===== config.mk =====
export PLATFORM = sky130hd
export DESIGN_NAME = nibble_serial_adder
export DESIGN_NICKNAME = d
export VERILOG_FILES = /design/src/rtl/nibble_serial_adder.sv
export SDC_FILE = /design/constraint.sdc
export NUM_CORES = 1
export LEC_CHECK = 0
export CAP_MARGIN = 0
export CORE_ASPECT_RATIO = 1.75
export CORE_UTILIZATION = 55
export DETAILED_ROUTE_END_ITERATION = 12
export GPL_TIMING_DRIVEN = 1
export PLACE_DENSITY = 0.81
export REMOVE_ABC_BUFFERS = 1
export SLEW_MARGIN = 20
export SYNTH_ARGS = -nofsm -noshare
export SYNTH_HDL_FRONTEND = slang
export SYNTH_SLANG_ARGS = --single-unit

===== constraint.sdc =====
create_clock -name clk -period 3.35 [get_ports clk]
set_clock_uncertainty 0.15 [all_clocks]
set_input_delay 0.5025 -clock clk [delete_from_list [all_inputs] [get_ports clk]]
set_output_delay 0.5025 -clock clk [all_outputs]
set_load 0.01 [all_outputs]

===== src/rtl/nibble_serial_adder.sv =====
// Multi-cycle wide adder: one 4-bit slice per clock, LSB slice first, with a
// registered inter-slice carry. Results are published atomically on completion.
//
// state | meaning
// ------+-----------------------------------------------------------
// IDLE  | waiting for start; last sum/cout/ovf held
// ADD   | one slice per edge; publishes result on slice NIBBLES-1
module nibble_serial_adder #(
  parameter int NIBBLES = 4,
  localparam int W = 4 * NIBBLES
) (
  input  logic         clk,
  input  logic         rst_n,
  input  logic         start,
  input  logic [W-1:0] a,
  input  logic [W-1:0] b,
  input  logic         cin,
  output logic         busy,
  output logic         done,
  output logic [W-1:0] sum,
  output logic         cout,
  output logic         ovf
);

  localparam int CW = (NIBBLES > 1) ? $clog2(NIBBLES) : 1;

  typedef enum logic {IDLE = 1'b0, ADD = 1'b1} state_t;

  state_t         state, state_nx;
  logic [W-1:0]   a_sh, b_sh, res_sh, res_nx;
  logic [W+3:0]   res_cat;
  logic [4:0]     slice;
  logic [CW-1:0]  cnt;
  logic           carry_reg, a_msb, b_msb, last;

  // Full 5-bit slice add so the carry is never lost to truncation.
  assign slice   = {1'b0, a_sh[3:0]} + {1'b0, b_sh[3:0]} + {4'b0000, carry_reg};
  assign res_cat = {slice[3:0], res_sh};
  assign res_nx  = res_cat[W+3:4];
  assign last    = (cnt == CW'(NIBBLES - 1));
  assign busy    = (state == ADD);

  always_ff @(posedge clk) begin
    if (!rst_n) begin
      state <= IDLE;
    end else begin
      state <= state_nx;
    end
  end

  always_comb begin
    state_nx = state;
    case (state)
      IDLE:    if (start) state_nx = ADD;
      ADD:     if (last)  state_nx = IDLE;
      default: state_nx = IDLE;
    endcase
  end

  always_ff @(posedge clk) begin
    if (!rst_n) begin
      a_sh      <= '0;
      b_sh      <= '0;
      res_sh    <= '0;
      cnt       <= '0;
      carry_reg <= 1'b0;
      a_msb     <= 1'b0;
      b_msb     <= 1'b0;
      done      <= 1'b0;
      sum       <= '0;
      cout      <= 1'b0;
      ovf       <= 1'b0;
    end else begin
      done <= 1'b0;
      case (state)
        IDLE: begin
          if (start) begin
            a_sh      <= a;
            b_sh      <= b;
            carry_reg <= cin;
            a_msb     <= a[W-1];
            b_msb     <= b[W-1];
            res_sh    <= '0;
            cnt       <= '0;
          end
        end
        ADD: begin
          a_sh      <= a_sh >> 4;
          b_sh      <= b_sh >> 4;
          res_sh    <= res_nx;
          carry_reg <= slice[4];
          cnt       <= cnt + 1'b1;
          if (last) begin
            sum  <= res_nx;
            cout <= slice[4];
            ovf  <= (a_msb == b_msb) && (res_nx[W-1] != a_msb);
            done <= 1'b1;
          end
        end
        default: ;
      endcase
    end
  end

endmodule

# --- Word-level counts from Yosys, hierarchy flattened ---
# Cells that the tools add are included.
totals:
  ff_bits: 73
  latchBits: 0
  ram_bits: 0
  romBits: 0
  inputBits: 36
  out_inout_bits: 20
  wordCells: 38
  mem_count: 0
op_classes:
  n_addsub: 3
  multipliers: 0
  div: 0
  order_cmp: 0
  n_eq_ne: 4
  shift: 0
  n_mux: 14
  n_bitwise: 1
  n_reduce_logical: 4
ops:
  columns: ["operator", "count"]
  rows:
  - ["$pmux 16 s2", 3]
  - ["$mux 16", 3]
  - ["$reduce_and 2->1", 3]
  - ["$add 4x4->5", 1]
  - ["$add 5x1->5", 1]
  - ["$mux 1", 4]
  - ["$pmux 1 s2", 2]
  - ["$pmux 2 s2", 1]
  - ["$add 2x1->2 const B", 1]
  - ["$eq 2x2->1 const B", 1]
  - ["$mux 2", 1]
  - ["$ne 2x2->1 const B", 1]
  - ["$eq 1x1->1", 1]
  - ["$logic_and 1x1->1", 1]
  - ["$ne 1x1->1", 1]
  - ["$not 1->1", 1]

# --- Longest topological paths before layout ---
logic_depth:
  ltp_word: 4
  mapped_depth: 6
  mapped_depth_nobuf: 6

# --- Least setup slack after synthesis ---
# Ideal clock, no wire load.
synth_timing:
  path_kind: "register to register"
  from: "register a_sh[0]"
  to: "register carry_reg"
  setup_time_ps: 116
  arrival_time_ps: 1666
  required_time_ps: 3084
  slack_ps: 1418
  stages_incl_launch_ff: 7
  path_buffers: 0
  synth_period_minus_slack_ps: 1932
  path_cell_list: "dfxtp_1 fa_1 fa_1 a21o_1 a21oi_1 nand2_1 o211a_1"
synth_between:
  elab_chain_len: 3
synth_rtl:
  columns: ["element", "line_no", "source"]
  rows:
  - ["start, declared", "30", "logic [W-1:0] a_sh, b_sh, res_sh, res_nx;"]
  - ["start signal, assigned", "88", "a_sh <= a_sh >> 4;"]
  - ["$add 4x4->5", "37", "assign slice = {1'b0, a_sh[3:0]} + {1'b0, b_sh[3:0]} + {4'b0000, carry_reg};"]
  - ["$add 5x1->5", "37", null]
  - ["$pmux 1 s2", "75", "case (state)"]
  - ["end signal, assigned", "80", "carry_reg <= cin;"]
  - ["end signal, assigned", "91", "carry_reg <= slice[4];"]
  - ["end, declared", "34", "logic carry_reg, a_msb, b_msb, last;"]
# No other way between the ends.
# A chain may end at the register's enable or synchronous reset.

# --- Worst setup path in the final report ---
layout_timing:
  from: "register state (netlist: busy)"
  to: "output busy"
layout_lines:
  columns: ["element", "line_no", "source"]
  rows:
  - ["start, declared", "29", "state_t state, state_nx;"]
  - ["start signal, assigned", "47", "state <= state_nx;"]
  - ["end, declared", "18", "output logic busy,"]
# No word-level cell between the ends.

==> summary.md <==
| Metric | Value |
|---|---|
| Status | finished with violations |
| Failing checks | design-rule violations |
| Post-layout min period | 2390 ps |
| Clock Sinks | 69 |
| Clock Pin Slew Worst Setup and Hold Paths | 70 ps |
| TritonCTS clock tree | built |
| Site Rows | 34 |
| Hold Fails Final Rpt | 0 |
| Commonest non-fill, non-tap cell in the layout | dfxtp_1 |
| RSZ-0062 raised after global routing | no |
| CP cell instances | clkdlybuf4s50_1 |
| Root Driver | clkbuf_8 |
| I/O pin cnt | 56 |
| YS warnings | 0 |
| Number of global-route vias before repair | 2130 |
| Post-place setup slack | 1160 ps |
| Tcrit/Tclk final | 0.714 |
| H-tree Lvls | 3 |
| Number of inserted diodes | 0 |
| Final setup TNS | 0 ps |
| DR pass1 iterations | 10 |
| Initial antenna violation count | 0 |
| Hold depth | 2 |
| Most frequent cells in the layout | dfxtp_1, clkdlybuf4s50_1, mux2i_1, nand2_1, o21ai_1 |
| Die area | 5640 um2 |
| Distinct cells, synth | 33 |
| Die W | 57.2 um |
| CTS buffer count | 9 |
| Layout area overhead | 25.6% |
| Total grt overflow | 0 |
| Seq/Total Area, Yosys | 0.471 |
| Fin. max-slew vios | 0 |
| Setup WS post-layout | 959 ps |
| Core outline area | 5060 um2 |
| I/O Buffers | 55 |
| Leakage | 1.50 nW |
| Yosys reg bits | 69 |
| Least-Margin Pin Slew | 631 ps |
| Global-route wire length before repair | 9.38 mm |
| DP HPWL | 3.71 mm |
| Routed vias/inst | 5.42 |
| Initial DRC Count | 58 |
| CP peak stage delay | 740 ps |
| Setup-failing EPs final | 0 |
| Cell family with most CP delay | flip-flops |
| Critical path capture point type | output port |
| DR WL/cell | 13.5 um |
| Fill cells | 393 |
| Critical path required time | 2700 ps |
| Nets | 386 |
| Layout cells sized above 1 | 0.0716 |
| Starting Density | 0.580 |
| DR vias | 2184 |
| CP max stage cell | dfxtp_2 |
| GPL Wtd Cong | 0.779 |
| Power per cell area | 491 nW/um2 |
| # Post-CTS Setup Buffers | 0 |
| Biggest regs | a_sh: 16 flops, b_sh: 16 flops, sum: 16 flops |
| Number of cells on the critical path | 1 |
| Max_cap viols | 0 |
| Worst path bufs/invs | 1 |
| Crit path DAT | 1740 ps |
| CTS max path bufs | 2 |
| Peak supply drop | 0.000347 V |
| CTS resizes | 0 |
| DRC viols | 7 |
| Mapped Area | 2930 um2 |
| Max frequency | 418 MHz |
| Synth Area per Inst | 9.91 um2 |
| CP max FO | 36 |
| Hold-fix buffers at CTS | 0 |
| Mapped Cells | 296 |
| Critical path class | flop to output port |
| Worst Setup Start Kind | flop |
| Die height | 98.6 um |
| Max transition margin | 0.579 |
| Worst min path class | flop to flop |
| Post-route ant nets | 0 |
| R2R depth | 6 |
| Worst-Skew Late Latency | 330 ps |
| Largest net degree at the start of global routing | 40 |
| Total Routing Usage GR | 0.215 |
| Drt total wl | 5.46 mm |
-- cells in the mapped netlist (all sizes together) --
| cell | count | area [um2] |
|---|---|---|
| xor2 | 1 | 8.76 |
| and2b | 1 | 7.51 |
| o211ai | 1 | 7.51 |
| or3 | 1 | 6.26 |
| dfxtp | 69 | 1380 |
| mux2i | 35 | 350 |
| inv | 1 | 3.75 |
| a21o | 2 | 15.0 |
| mux2 | 1 | 11.3 |
| a211o | 1 | 8.76 |
| a21boi | 1 | 18.8 |
| buf | 16 | 109 |
| nand2b | 1 | 6.26 |
| a22o | 16 | 140 |
| fa | 2 | 40.0 |
| nor2 | 10 | 37.5 |
| xnor2 | 1 | 8.76 |
| clkbuf | 6 | 22.5 |
| nor3b | 13 | 97.6 |
| nor2b | 16 | 100 |
| nand3 | 3 | 20.0 |
| and2 | 24 | 150 |
| nor4bb | 1 | 10.0 |
| a31o | 1 | 8.76 |
| a21oi | 14 | 73.8 |
| o21ai | 25 | 125 |
| o211a | 1 | 10.0 |
| nand2 | 28 | 105 |
| ha | 4 | 50.1 |
-- power breakdown --
part | leakage, nW | internal, mW | switching [mW]
sequential | 0.562 | 0.851 | 0.0267
clock | 0.116 | 0.458 | 0.293
combinational | 0.822 | 0.101 | 0.0807
total | 1.50 | 1.41 | 0.400
-- cell families after synthesis --
family	count (synthesis)	synth area share
AO/OA/AOI/OAI	62	0.139
XOR/XNOR	2	0.00597
adder cells (fa/ha/maj)	6	0.0307
buffers and inverters	23	0.0461
flip-flops	69	0.471
multiplexers	36	0.123
AND/OR/NAND/NOR	98	0.184
-- layout make-up --
type                    count  area, um2  share of cell area
clock inverters             4       70.1              0.0190
repair buffers             59        588               0.160
clock buffers              12        155              0.0421
inverters                   1       3.75             0.00102
flip-flops and latches     69       1380               0.375
multi-input cells         204       1420               0.385
well taps                  54       67.6              0.0183
-- tightest hold or removal path: stages, from the launching register on --
cell	delay, ps
dfxtp_1	320
nand2_1	50
o21ai_1	50
-- final timing paths --
kind	from	endpoint	slack, ps
hold / removal	cout	cout	310
hold reg to reg	cout	cout	310
setup reg to reg	a_sh[0]	carry_reg	1230
setup / recovery	busy	busy	960
-- routing by layer --
metal | routed length, um | track usage | share of wire
met1 | 2300 | 0.234 | 0.42
met2 | 2920 | 0.380 | 0.54
met3 | 144 | 0.0564 | 0.026
met4 | 89 | 0.0994 | 0.016
met5 | 0 | 0 | 0
-- stage by stage --
step | area, um2 | total power [mW] | hold WS, ps | instances | utilization
after detailed placement | 3460 | 1.08 | 302 | 387 | 0.683
after floorplan | 2800 | 0.987 | 291 | 274 | -
after CTS | 3680 | 1.82 | 312 | 403 | 0.728
final | 3680 | 1.81 | 311 | 403 | 0.728
after global placement | 3460 | 1.07 | 297 | 387 | 0.683
after global routing | 3680 | 1.88 | 330 | 403 | 0.728
(Power assumes the default switching activity.)
